## src/rtl/uctl_fifo_multi_ch_pkg.sv

```systemverilog
// Shared types for the multi-channel FIFO: per-channel request bundle and count-width helper.
package uctl_fifo_multi_ch_pkg;

  // Decoded per-channel strobes handed from the top-level accept logic to each channel controller.
  typedef struct packed {
    logic flush;
    logic wr_acc;
    logic rd_acc;
    logic ovf_set;
    logic unf_set;
  } ch_req_t;

  function automatic int cnt_w(input int addrsize);
    return addrsize + 1;
  endfunction

endpackage

```

## src/rtl/uctl_fifo_ch_ctrl.sv

```systemverilog
// One channel of the multi-channel FIFO: pointers, occupancy count, status flags and sticky errors.
module uctl_fifo_ch_ctrl
  import uctl_fifo_multi_ch_pkg::*;
#(
  parameter int FIFO_ADDRSIZE = 4,
  parameter int NEAR_FULL_TH  = 2,
  localparam int CW           = cnt_w(FIFO_ADDRSIZE)
) (
  input  logic                     clk,
  input  logic                     rst_n,
  input  logic                     sw_rst,
  input  logic                     err_clr,
  input  ch_req_t                  i_req,
  output logic [FIFO_ADDRSIZE-1:0] o_wr_ptr,
  output logic [FIFO_ADDRSIZE-1:0] o_rd_ptr,
  output logic [CW-1:0]            o_cnt,
  output logic [CW-1:0]            o_free,
  output logic                     o_full,
  output logic                     o_nearly_full,
  output logic                     o_empty,
  output logic                     o_ovf,
  output logic                     o_unf
);

  localparam logic [CW-1:0] DEPTH_C = CW'(2**FIFO_ADDRSIZE);
  localparam logic [CW-1:0] NF_LVL  = CW'(2**FIFO_ADDRSIZE - NEAR_FULL_TH);

  logic [FIFO_ADDRSIZE-1:0] r_wr_ptr;
  logic [FIFO_ADDRSIZE-1:0] r_rd_ptr;
  logic [CW-1:0]            r_cnt;
  logic                     r_ovf;
  logic                     r_unf;

  always_ff @(posedge clk or negedge rst_n) begin
    if (!rst_n) begin
      r_wr_ptr <= '0;
      r_rd_ptr <= '0;
      r_cnt    <= '0;
      r_ovf    <= 1'b0;
      r_unf    <= 1'b0;
    end else if (sw_rst) begin
      r_wr_ptr <= '0;
      r_rd_ptr <= '0;
      r_cnt    <= '0;
      r_ovf    <= 1'b0;
      r_unf    <= 1'b0;
    end else begin
      // A new error in the same cycle as the clear must survive.
      r_ovf <= (r_ovf & ~err_clr) | i_req.ovf_set;
      r_unf <= (r_unf & ~err_clr) | i_req.unf_set;
      if (i_req.flush) begin
        r_wr_ptr <= '0;
        r_rd_ptr <= '0;
        r_cnt    <= '0;
      end else begin
        if (i_req.wr_acc) r_wr_ptr <= r_wr_ptr + 1'b1;
        if (i_req.rd_acc) r_rd_ptr <= r_rd_ptr + 1'b1;
        if (i_req.wr_acc && !i_req.rd_acc)      r_cnt <= r_cnt + 1'b1;
        else if (!i_req.wr_acc && i_req.rd_acc) r_cnt <= r_cnt - 1'b1;
      end
    end
  end

  assign o_wr_ptr      = r_wr_ptr;
  assign o_rd_ptr      = r_rd_ptr;
  assign o_cnt         = r_cnt;
  assign o_free        = DEPTH_C - r_cnt;
  assign o_full        = (r_cnt == DEPTH_C);
  assign o_nearly_full = (r_cnt >= NF_LVL);
  assign o_empty       = (r_cnt == '0);
  assign o_ovf         = r_ovf;
  assign o_unf         = r_unf;

endmodule

```

## src/rtl/uctl_fifo_multi_ch.sv

```systemverilog
// Multi-channel single-clock FIFO: NUM_CH circular queues in one shared memory, registered read port
// with valid/channel tag, per-channel flush and sticky overflow/underflow errors.
module uctl_fifo_multi_ch
  import uctl_fifo_multi_ch_pkg::*;
#(
  parameter int NUM_CH        = 4,
  parameter int FIFO_ADDRSIZE = 4,
  parameter int FIFO_DATASIZE = 32,
  parameter int NEAR_FULL_TH  = 2,
  localparam int CH_W         = $clog2(NUM_CH),
  localparam int CW           = cnt_w(FIFO_ADDRSIZE)
) (
  input  logic                     clk,
  input  logic                     rst_n,
  input  logic                     sw_rst,
  input  logic                     wrEn,
  input  logic [CH_W-1:0]          wrCh,
  input  logic [FIFO_DATASIZE-1:0] dataIn,
  input  logic                     rdEn,
  input  logic [CH_W-1:0]          rdCh,
  output logic [FIFO_DATASIZE-1:0] dataOut,
  output logic                     dataOutVld,
  output logic [CH_W-1:0]          dataOutCh,
  input  logic [NUM_CH-1:0]        flush,
  input  logic                     errClr,
  output logic [NUM_CH-1:0]        full,
  output logic [NUM_CH-1:0]        nearly_full,
  output logic [NUM_CH-1:0]        empty,
  output logic [NUM_CH*CW-1:0]     numOfData,
  output logic [NUM_CH*CW-1:0]     numOfFreeLocs,
  output logic [NUM_CH-1:0]        ovfErr,
  output logic [NUM_CH-1:0]        unfErr
);

  localparam int DEPTH = 2**FIFO_ADDRSIZE;

  logic [FIFO_DATASIZE-1:0] r_mem [NUM_CH*DEPTH];
  logic [FIFO_DATASIZE-1:0] r_dout;
  logic                     r_vld;
  logic [CH_W-1:0]          r_dch;

  logic [FIFO_ADDRSIZE-1:0] w_wr_ptr [NUM_CH];
  logic [FIFO_ADDRSIZE-1:0] w_rd_ptr [NUM_CH];
  ch_req_t                  w_req    [NUM_CH];

  logic w_rd_acc;
  logic w_same_rd;
  logic w_wr_acc;
  logic w_wr_rej;
  logic w_rd_rej;

  // A full channel still takes a write when the same cycle's read frees a slot on it.
  assign w_rd_acc  = rdEn & ~empty[rdCh] & ~flush[rdCh] & ~sw_rst;
  assign w_same_rd = w_rd_acc & (rdCh == wrCh);
  assign w_wr_acc  = wrEn & ~flush[wrCh] & (~full[wrCh] | w_same_rd) & ~sw_rst;
  assign w_wr_rej  = wrEn & ~flush[wrCh] & ~w_wr_acc;
  assign w_rd_rej  = rdEn & ~flush[rdCh] & empty[rdCh];

  for (genvar c = 0; c < NUM_CH; c++) begin : g_ch
    assign w_req[c] = '{flush:   flush[c],
                        wr_acc:  w_wr_acc & (wrCh == CH_W'(c)),
                        rd_acc:  w_rd_acc & (rdCh == CH_W'(c)),
                        ovf_set: w_wr_rej & (wrCh == CH_W'(c)),
                        unf_set: w_rd_rej & (rdCh == CH_W'(c))};

    uctl_fifo_ch_ctrl #(
      .FIFO_ADDRSIZE(FIFO_ADDRSIZE),
      .NEAR_FULL_TH (NEAR_FULL_TH)
    ) u_ch (
      .clk          (clk),
      .rst_n        (rst_n),
      .sw_rst       (sw_rst),
      .err_clr      (errClr),
      .i_req        (w_req[c]),
      .o_wr_ptr     (w_wr_ptr[c]),
      .o_rd_ptr     (w_rd_ptr[c]),
      .o_cnt        (numOfData[c*CW +: CW]),
      .o_free       (numOfFreeLocs[c*CW +: CW]),
      .o_full       (full[c]),
      .o_nearly_full(nearly_full[c]),
      .o_empty      (empty[c]),
      .o_ovf        (ovfErr[c]),
      .o_unf        (unfErr[c])
    );
  end

  // Storage is deliberately left out of reset; the channel is addressed by the upper index bits.
  always_ff @(posedge clk) begin
    if (w_wr_acc) r_mem[{wrCh, w_wr_ptr[wrCh]}] <= dataIn;
  end

  always_ff @(posedge clk or negedge rst_n) begin
    if (!rst_n) begin
      r_dout <= '0;
      r_vld  <= 1'b0;
      r_dch  <= '0;
    end else if (sw_rst) begin
      r_dout <= '0;
      r_vld  <= 1'b0;
      r_dch  <= '0;
    end else if (w_rd_acc) begin
      r_dout <= r_mem[{rdCh, w_rd_ptr[rdCh]}];
      r_vld  <= 1'b1;
      r_dch  <= rdCh;
    end else begin
      r_vld  <= 1'b0;
    end
  end

  assign dataOut    = r_dout;
  assign dataOutVld = r_vld;
  assign dataOutCh  = r_dch;

endmodule

```

## config.mk

```make
export PLATFORM = sky130hd
export DESIGN_NAME = uctl_fifo_multi_ch
export DESIGN_NICKNAME = d
export VERILOG_FILES = /design/src/rtl/uctl_fifo_multi_ch_pkg.sv /design/src/rtl/uctl_fifo_ch_ctrl.sv /design/src/rtl/uctl_fifo_multi_ch.sv
export SDC_FILE = /design/constraint.sdc
export NUM_CORES = 2
export LEC_CHECK = 0
export BUFFER_PORTS_ARGS = -buffer_cell sky130_fd_sc_hd__buf_2
export CAP_MARGIN = 15
export CORE_MARGIN = 8
export CORE_UTILIZATION = 46
export DETAILED_ROUTE_END_ITERATION = 8
export PLACE_DENSITY_LB_ADDON = 0.25
export SLEW_MARGIN = 40
export SYNTH_ARGS = -nofsm -noshare
export SYNTH_HDL_FRONTEND = slang
export SYNTH_SLANG_ARGS = --single-unit
```

## constraint.sdc

```tcl
create_clock -name clk -period 9.1 [get_ports clk]
set_input_delay 0.91 -clock clk [delete_from_list [all_inputs] [get_ports clk]]
set_output_delay 0.91 -clock clk [all_outputs]
set_load 0.005 [all_outputs]
```

# After elaboration in Yosys (flattened, before gate mapping)
# Memories as Yosys holds them, arrays and structs flattened.
# Index checks and enable logic that the tools add are counted.
[classes]
n_addsub = 20
n_mul = 0
n_div = 0
n_lt_le_gt_ge = 8
eq_ne = 11
n_shift = 0
n_mux = 70
n_bitwise = 52
reduce_logical = 35
[op_table]
columns = ["operator", "n"]
rows = [
  ["$mux 4", 28],
  ["$mux 5", 16],
  ["$mux 32", 2],
  ["$and 1x1->1", 34],
  ["$add 4x1->4 const B", 8],
  ["$reduce_bool 3->1", 8],
  ["$add 5x1->5 const B", 4],
  ["$eq 5x5->1 const B", 4],
  ["$ge 5x4->1 const B", 4],
  ["$logic_not 5->1", 4],
  ["$sub 5x1->5 const B", 4],
  ["$sub 5x5->5 const A", 4],
  ["$bmux 4 s2", 2],
  ["$mux 1", 16],
  ["$reduce_bool 4->1", 4],
  ["$or 1x1->1", 9],
  ["$bmux 1 s2", 4],
  ["$eq 2x2->1 const B", 4],
  ["$logic_and 1x1->1", 8],
  ["$logic_not 1->1", 8],
  ["$not 1->1", 7],
  ["$ge 3x3->1 const B", 2],
  ["$lt 2x3->1 const B", 2],
  ["$not 2->3", 2],
  ["5 further kinds", 8],
]
[totals]
register_bits = 95
latch_bits = 0
ramBits = 2048
rom_bits = 0
inputBits = 46
output_inout_bits = 95
elab_cells = 220
mem_count = 1
[memory_table]
columns = ["memory", "words", "word_bits", "rd", "rd_ports_with_merged_regs", "write_ports", "line", "text"]
rows = [
  ["r_mem", 64, 32, 1, 0, 1, "uctl_fifo_multi_ch.sv:37", "logic [FIFO_DATASIZE-1:0] r_mem [NUM_CH*DEPTH];"],
]

# Logic depth before layout (Yosys ltp)
[logic_depth]
word_depth = 18
mapped_depth = 19
mapped_depth_nobuf = 19

# Cells and area by module
# Synthesis repeated with hierarchy kept, for this count alone.
[unflattened]
cells_unflattened = 4894
hier_area_um2 = 84519.8
[by_module_without_submodules]
columns = ["module", "n_inst", "cells_per_inst", "area_per_inst_um2", "seq_area_each_um2"]
rows = [
  ["uctl_fifo_multi_ch", 1, 4526, 80756.2, 62374.8],
  ["uctl_fifo_ch_ctrl", 4, 92, 940.9, 375.4],
]

# Worst setup path after synthesis
# OpenSTA, ideal clock, no wires.
[synth_timing]
kind = "in2reg"
from = "in rdCh[1]"
to = "mem r_mem[62][0], enable pin"
setup_time_ns = 0.421
t_arrival_ns = 4.186
required_time_ns = 8.679
path_slack_ns = 4.493
path_stages = 8
path_buffers = 2
cell_sequence = "buf_2 -> buf_2 -> mux4_2 -> nor3_2 -> a31oi_1 -> nor3_1 -> nand3_1 -> nor2_1"
[synth_via]
elab_chain_len = 12
word_cells_on_any_way = 16
classes_between = "1 x eq/ne; 6 x mux; 9 x bitwise"
[synth_rtl]
columns = ["item", "line", "text"]
rows = [
  ["from (decl)", "uctl_fifo_multi_ch.sv:20", "input logic [CH_W-1:0] rdCh,"],
  ["$bmux 1 s2", "uctl_fifo_multi_ch.sv:53", "assign w_rd_acc = rdEn & ~empty[rdCh] & ~flush[rdCh] & ~sw_rst;"],
  ["$mux 1 (implied by the code)", "uctl_fifo_multi_ch.sv:53", ""],
  ["$not 1->1", "uctl_fifo_multi_ch.sv:53", ""],
  ["$and 1x1->1 (3 in a row)", "uctl_fifo_multi_ch.sv:53", ""],
  ["$and 1x1->1 *", "uctl_fifo_multi_ch.sv:54", "assign w_same_rd = w_rd_acc & (rdCh == wrCh);"],
  ["$or 1x1->1 *", "uctl_fifo_multi_ch.sv:55", "assign w_wr_acc = wrEn & ~flush[wrCh] & (~full[wrCh] | w_same_rd) & ~sw_rst;"],
  ["$and 1x1->1 * (2 in a row)", "uctl_fifo_multi_ch.sv:55", ""],
  ["$mux 1 *", "uctl_fifo_multi_ch.sv:89", "if (w_wr_acc) r_mem[{wrCh, w_wr_ptr[wrCh]}] <= dataIn;"],
  ["$mux 1 (implied by the code) *", "uctl_fifo_multi_ch.sv:89", ""],
  ["to (decl)", "uctl_fifo_multi_ch.sv:37", ""],
]
# Every way passes the cells marked *; elsewhere a longest branch is shown, timed or not. The select of a mux whose other input is x is not followed.

# Worst setup path after layout
[layout_timing]
from = "in rdCh[0]"
to = "reg r_dout[2] (netlist: dataOut[2])"
[layout_via]
elab_chain_len = 7
word_cells_on_any_way = 17
classes_between = "9 x mux; 6 x bitwise; 1 x reduce/logical; 1 x memory"
[layout_rtl]
columns = ["item", "line", "text"]
rows = [
  ["$not 2->3 (implied by the code) / $bmux 1 s2 (equally long branches)", "uctl_fifo_multi_ch.sv:102, uctl_fifo_multi_ch.sv:53", ""],
  ["$bmux 4 s2 / $mux 1 (equally long branches)", "uctl_fifo_multi_ch.sv:102, uctl_fifo_multi_ch.sv:53", ""],
  ["$mux 4 (implied by the code) / $not 1->1 (equally long branches)", "uctl_fifo_multi_ch.sv:102, uctl_fifo_multi_ch.sv:53", ""],
  ["$mux 4 (implied by the code) / $and 1x1->1 (equally long branches)", "uctl_fifo_multi_ch.sv:102, uctl_fifo_multi_ch.sv:53", ""],
  ["$mem_v2 64x32 / $and 1x1->1 (equally long branches)", "--", ""],
  ["$mux 32 / $and 1x1->1 (equally long branches)", "uctl_fifo_multi_ch.sv:101, uctl_fifo_multi_ch.sv:53", ""],
  ["$mux 32 / $reduce_bool 2->1 (equally long branches)", "--", ""],
  ["to (signal assigned)", "uctl_fifo_multi_ch.sv:102", "r_dout <= r_mem[{rdCh, w_rd_ptr[rdCh]}];"],
  ["to (decl)", "uctl_fifo_multi_ch.sv:38", "logic [FIFO_DATASIZE-1:0] r_dout;"],
]
# Parallel ways exist; a longest one is shown, timed or not. The select of a mux whose other input is x is not followed.
# A chain may end at the register's enable or synchronous reset.

==> key figures <==
Placement
  – HPWL after detailed placement: 160 mm
  – Routability congestion estimate: 0.895
  – Total of buffers placed on input and output ports: 140

Critical path
  – Critical-path top delay cell: sky130_fd_sc_hd__mux4_4
  – Kind of capture point of the worst setup path: flop
  – Critical Path Most Common Cell: sky130_fd_sc_hd__buf_4
  – Levels on crit path: 11
  – Reg-to-Reg End: r_mem[34][22]$_DFFE_PP_
  – CP peak stage delay: 1.07 ns
  – Required time worst endpoint: 9.85 ns
  – Ordered cell list for the critical path: buf_2, buf_4, mux4_4, buf_12, buf_4, mux2i_1, a22oi_1, nand3_1, nor4_1, nand4_1, o21ai_0
  – CP startpoint kind: input pin
  – Crit path launch: rdCh[0]
  – Register-to-register setup slack: 3.56 ns
  – Reg-to-reg startpoint: g_ch[3].u_ch.o_cnt[0]$_DFFE_PN0P_
  – Count of buffering cells on the critical path with inverters included: 4
  – Worst setup path end: dataOut[2]$_DFFE_PN0P_
  – Depth of the worst register-to-register path: 11
  – Largest fanout on the critical path: 106
  – Arrival time at the worst endpoint: about 6.3 ns
  – Family with the most delay on the worst path: buffers and inverters
  – Kind of critical path: input pin to flop

GRT
  – Pin count of the biggest net entering global routing: 149
  – Total Routing Usage GR: 0.256
  – Wire length of the first global-routing pass: ~370 mm
  – Via count of the first global-routing pass: 48.3k
  – Initial antenna violation count: 22
  – GRT overflow: 0

Worst hold path
  – Worst min-delay path category: input pin to async pin

Route
  – Iteration-0 DRC Markers: ~7.6k
  – Routed wire length: 263 mm
  – Total via count in the routed design: 52.2k
  – Router iterations before antenna repair: 6
  – Vias per std cell: 6.15
  – DRC violation count after routing: 0
  – Number of nets with antenna violations after detailed routing: 0
  – Post-DR wirelength/cell: 30.9 µm

Yosys
  – Async set or reset register ratio after synthesis: 0.0443
  – Avg Inst Size Synth: between 15 and 20 µm²
  – Post-synth cell types: 69
  – Area share of the largest cell type after synthesis: 0.718
  – Synthesis-stage register bit count: 2,143
  – Netlist Area Pre-Place: 85,700 µm²
  – Number of warning messages in the yosys log: 0
  – Cell with the most instances after synthesis: sky130_fd_sc_hd__edfxtp_1
  – Seq/Total Area, Yosys: 0.746
  – Commonest cells post-synth: sky130_fd_sc_hd__edfxtp_1 (2,048), sky130_fd_sc_hd__nand2_1 (938), sky130_fd_sc_hd__mux2i_1 (436)
  – Synthesized netlist cell count: around 5.6k
  – EDFF count, synth: 2,048
  – Synthesized Nets: between 5k and 6k
  – Area contributors post-synth: sky130_fd_sc_hd__edfxtp_1 (72%), sky130_fd_sc_hd__mux2i_1 (5.1%), sky130_fd_sc_hd__nand2_1 (4.1%), sky130_fd_sc_hd__dfrtp_1 (2.8%), sky130_fd_sc_hd__a211oi_1 (1.6%)
  – Cell type contributing the most total cell area after synthesis: sky130_fd_sc_hd__edfxtp_1
  – Top FF cell, synth: sky130_fd_sc_hd__edfxtp_1

Timing
  – Number of endpoints failing setup at the final stage: 0
  – Setup TNS after final layout: 0 ns
  – Highest achievable clock rate: 180 MHz
  – Clock Skews: 0.0318 ns
  – Tightest Pin Transition: 0.963 ns
  – Worst relative slew slack: 0.353
  – Setup repair after global routing missed its margin: false
  – Period utilisation layout: 0.610
  – Final max-slew violation count: 0
  – Final min period: 5.55 ns
  – Number of hold violations in the final report: 0

Clock tree
  – Post-CTS Setup Inserts: 0
  – Maximum clock insertion buffer count: 3
  – Number of resized instances in the post-cts repair step: 0
  – Hold-fix buffer count after cts: 0
  – Total clock buffers created by CTS: 211
  – Clock latency reported for the late side of the worst-skew pair: 0.86 ns
  – Clock tree root buffer cell: sky130_fd_sc_hd__clkbuf_16
  – CTS H-tree depth: 4
  – Clock transition at the registers of the reported paths: 0.06 ns
  – TritonCTS clock tree: built
  – Number of sinks handled by clock tree synthesis: around 2.1k

Power
  – Static Leakage: 31.2 nW
  – Pwr dens: 202 nW/µm²
  – Peak supply drop: 203 µV

Floorplan
  – DIE AREA: around 200,000 µm²
  – Effective utilization at floorplan: 0.462
  – Core ar.: 185,000 µm²
  – Die H: 448 µm
  – I/O Pins: 141
  – Rows: 158
  – Die span in x: between 400 and 500 µm

Outcome
  – Result of the run: completed

Cells and area
  – Area Growth Syn to Fin: 13.7%
  – Layout net count: 5,916
  – Post-Route Utilization: 0.526
  – Ratio of cells with drive above 1 in the final layout: 0.135

Job
  – Max capacitance violation total: 0
cells by family after synthesis:
kind of cell | count (synthesis) | synth area share
AOI/OAI and AO/OA | 895 | 0.0740
muxes | 485 | 0.0625
adders and majority gates | 48 | 0.00736
and+or+nand+nor | 1614 | 0.0841
DFF | 2143 | 0.746
xor gates and xnor gates | 41 | 0.00419
buffers and inverters | 401 | 0.0222
worst reg2reg max path: cells and delay by family (launching register included):
family                     cells  cell delay (ns)
DFF                            1             0.49
buffers and inverters          2             0.56
adders and majority gates      2             0.47
AOI/OAI and AO/OA              1             0.33
and+or+nand+nor                5             2.77
muxes                          1             0.53
per-stage QoR:
step	power (mW)	hold WS [ns]	instance area, µm²	std cells	setup slack, ns
2_1_floorplan	11.1	0.467	85700	5627	4.49
5_1_grt	20.1	0.0296	97400	8484	3.33
6_report	19.7	0.0208	97400	8489	3.55
3_3_place_gp	11.4	0.486	89600	8035	2.88
4_1_cts	19.7	0.0989	97200	8476	3.58
3_5_place_dp	11.5	0.503	90600	8081	2.92
power by group:
group | switching, mW | internal, mW
Sequential | 0.00902 | 10.8
Combinational | 0.356 | 0.0866
Clock | 3.73 | 4.70
routing by layer:
| layer | up-vias | track usage | share of wire |
|---|---|---|---|
| met1 | 26658 | 0.361 | 0.40 |
| li1 | 22026 | - | - |
| met3 | 455 | 0.0633 | 0.12 |
| met2 | 3017 | 0.389 | 0.45 |
| met5 | - | 0 | 0.00043 |
| met4 | 16 | 0.0885 | 0.038 |
cell usage in the layout (no fill, tap or decap), drive strengths merged, types with 35 or more instances in the layout:
master / n
nor2: 159
nor4: 37
mux4: 39
o211ai: 35
dfrtp: 95
nand3: 176
o22ai: 36
o221ai: 41
clkbuf: 278
mux2i: 436
buf: 353
nand2: 938
a22oi: 56
inv: 38
clkinv: 93
a311oi: 61
a21oi: 172
edfxtp: 2048
a211oi: 181
a31oi: 80
and2: 172
ha: 44
o21ai: 67
how the worst min path moves through the flow:
| stage | from | end | slack [ns] | depth (start not counted) |
|---|---|---|---|---|
| after floorplan | dataOut[31]$_DFFE_PN0P_ | dataOut[31]$_DFFE_PN0P_ | 0.47 | 2 |
| after global placement | g_ch[3].u_ch.o_ovf$_DFF_PN0_ | g_ch[3].u_ch.o_ovf$_DFF_PN0_ | 0.49 | 2 |
| after detailed placement | g_ch[3].u_ch.o_ovf$_DFF_PN0_ | g_ch[3].u_ch.o_ovf$_DFF_PN0_ | 0.50 | 2 |
| after CTS | rst_n | g_ch[3].u_ch.o_cnt[2]$_DFFE_PN0P_ | 0.1 | 1 |
| after global routing | rst_n | g_ch[3].u_ch.o_cnt[0]$_DFFE_PN0P_ | 0.03 | 1 |
| final | rst_n | g_ch[0].u_ch.o_cnt[4]$_DFFE_PN0P_ | 0.02 | 1 |
sequential cells by signal, summed over array words and instances (netlist names):
signal	count
dataOut	32
dataOutCh	2
dataOutVld	1
g_ch.u_ch.o_cnt	20
g_ch.u_ch.o_ovf	4
g_ch.u_ch.o_rd_ptr	16
g_ch.u_ch.o_unf	4
g_ch.u_ch.o_wr_ptr	16
r_mem	2048
area by class of cell:
class                   instances  area [µm²]
inverters                      30         113
clock buffers                 278        5590
well taps                    2480        3100
repair buffers                353        3150
flip-flops and latches       2143       63900
diodes                          5        12.5
multi-input cells            3083       20600
fillers                     14940       87800
clock inverters               117        1020
(Power assumes the default switching activity.)
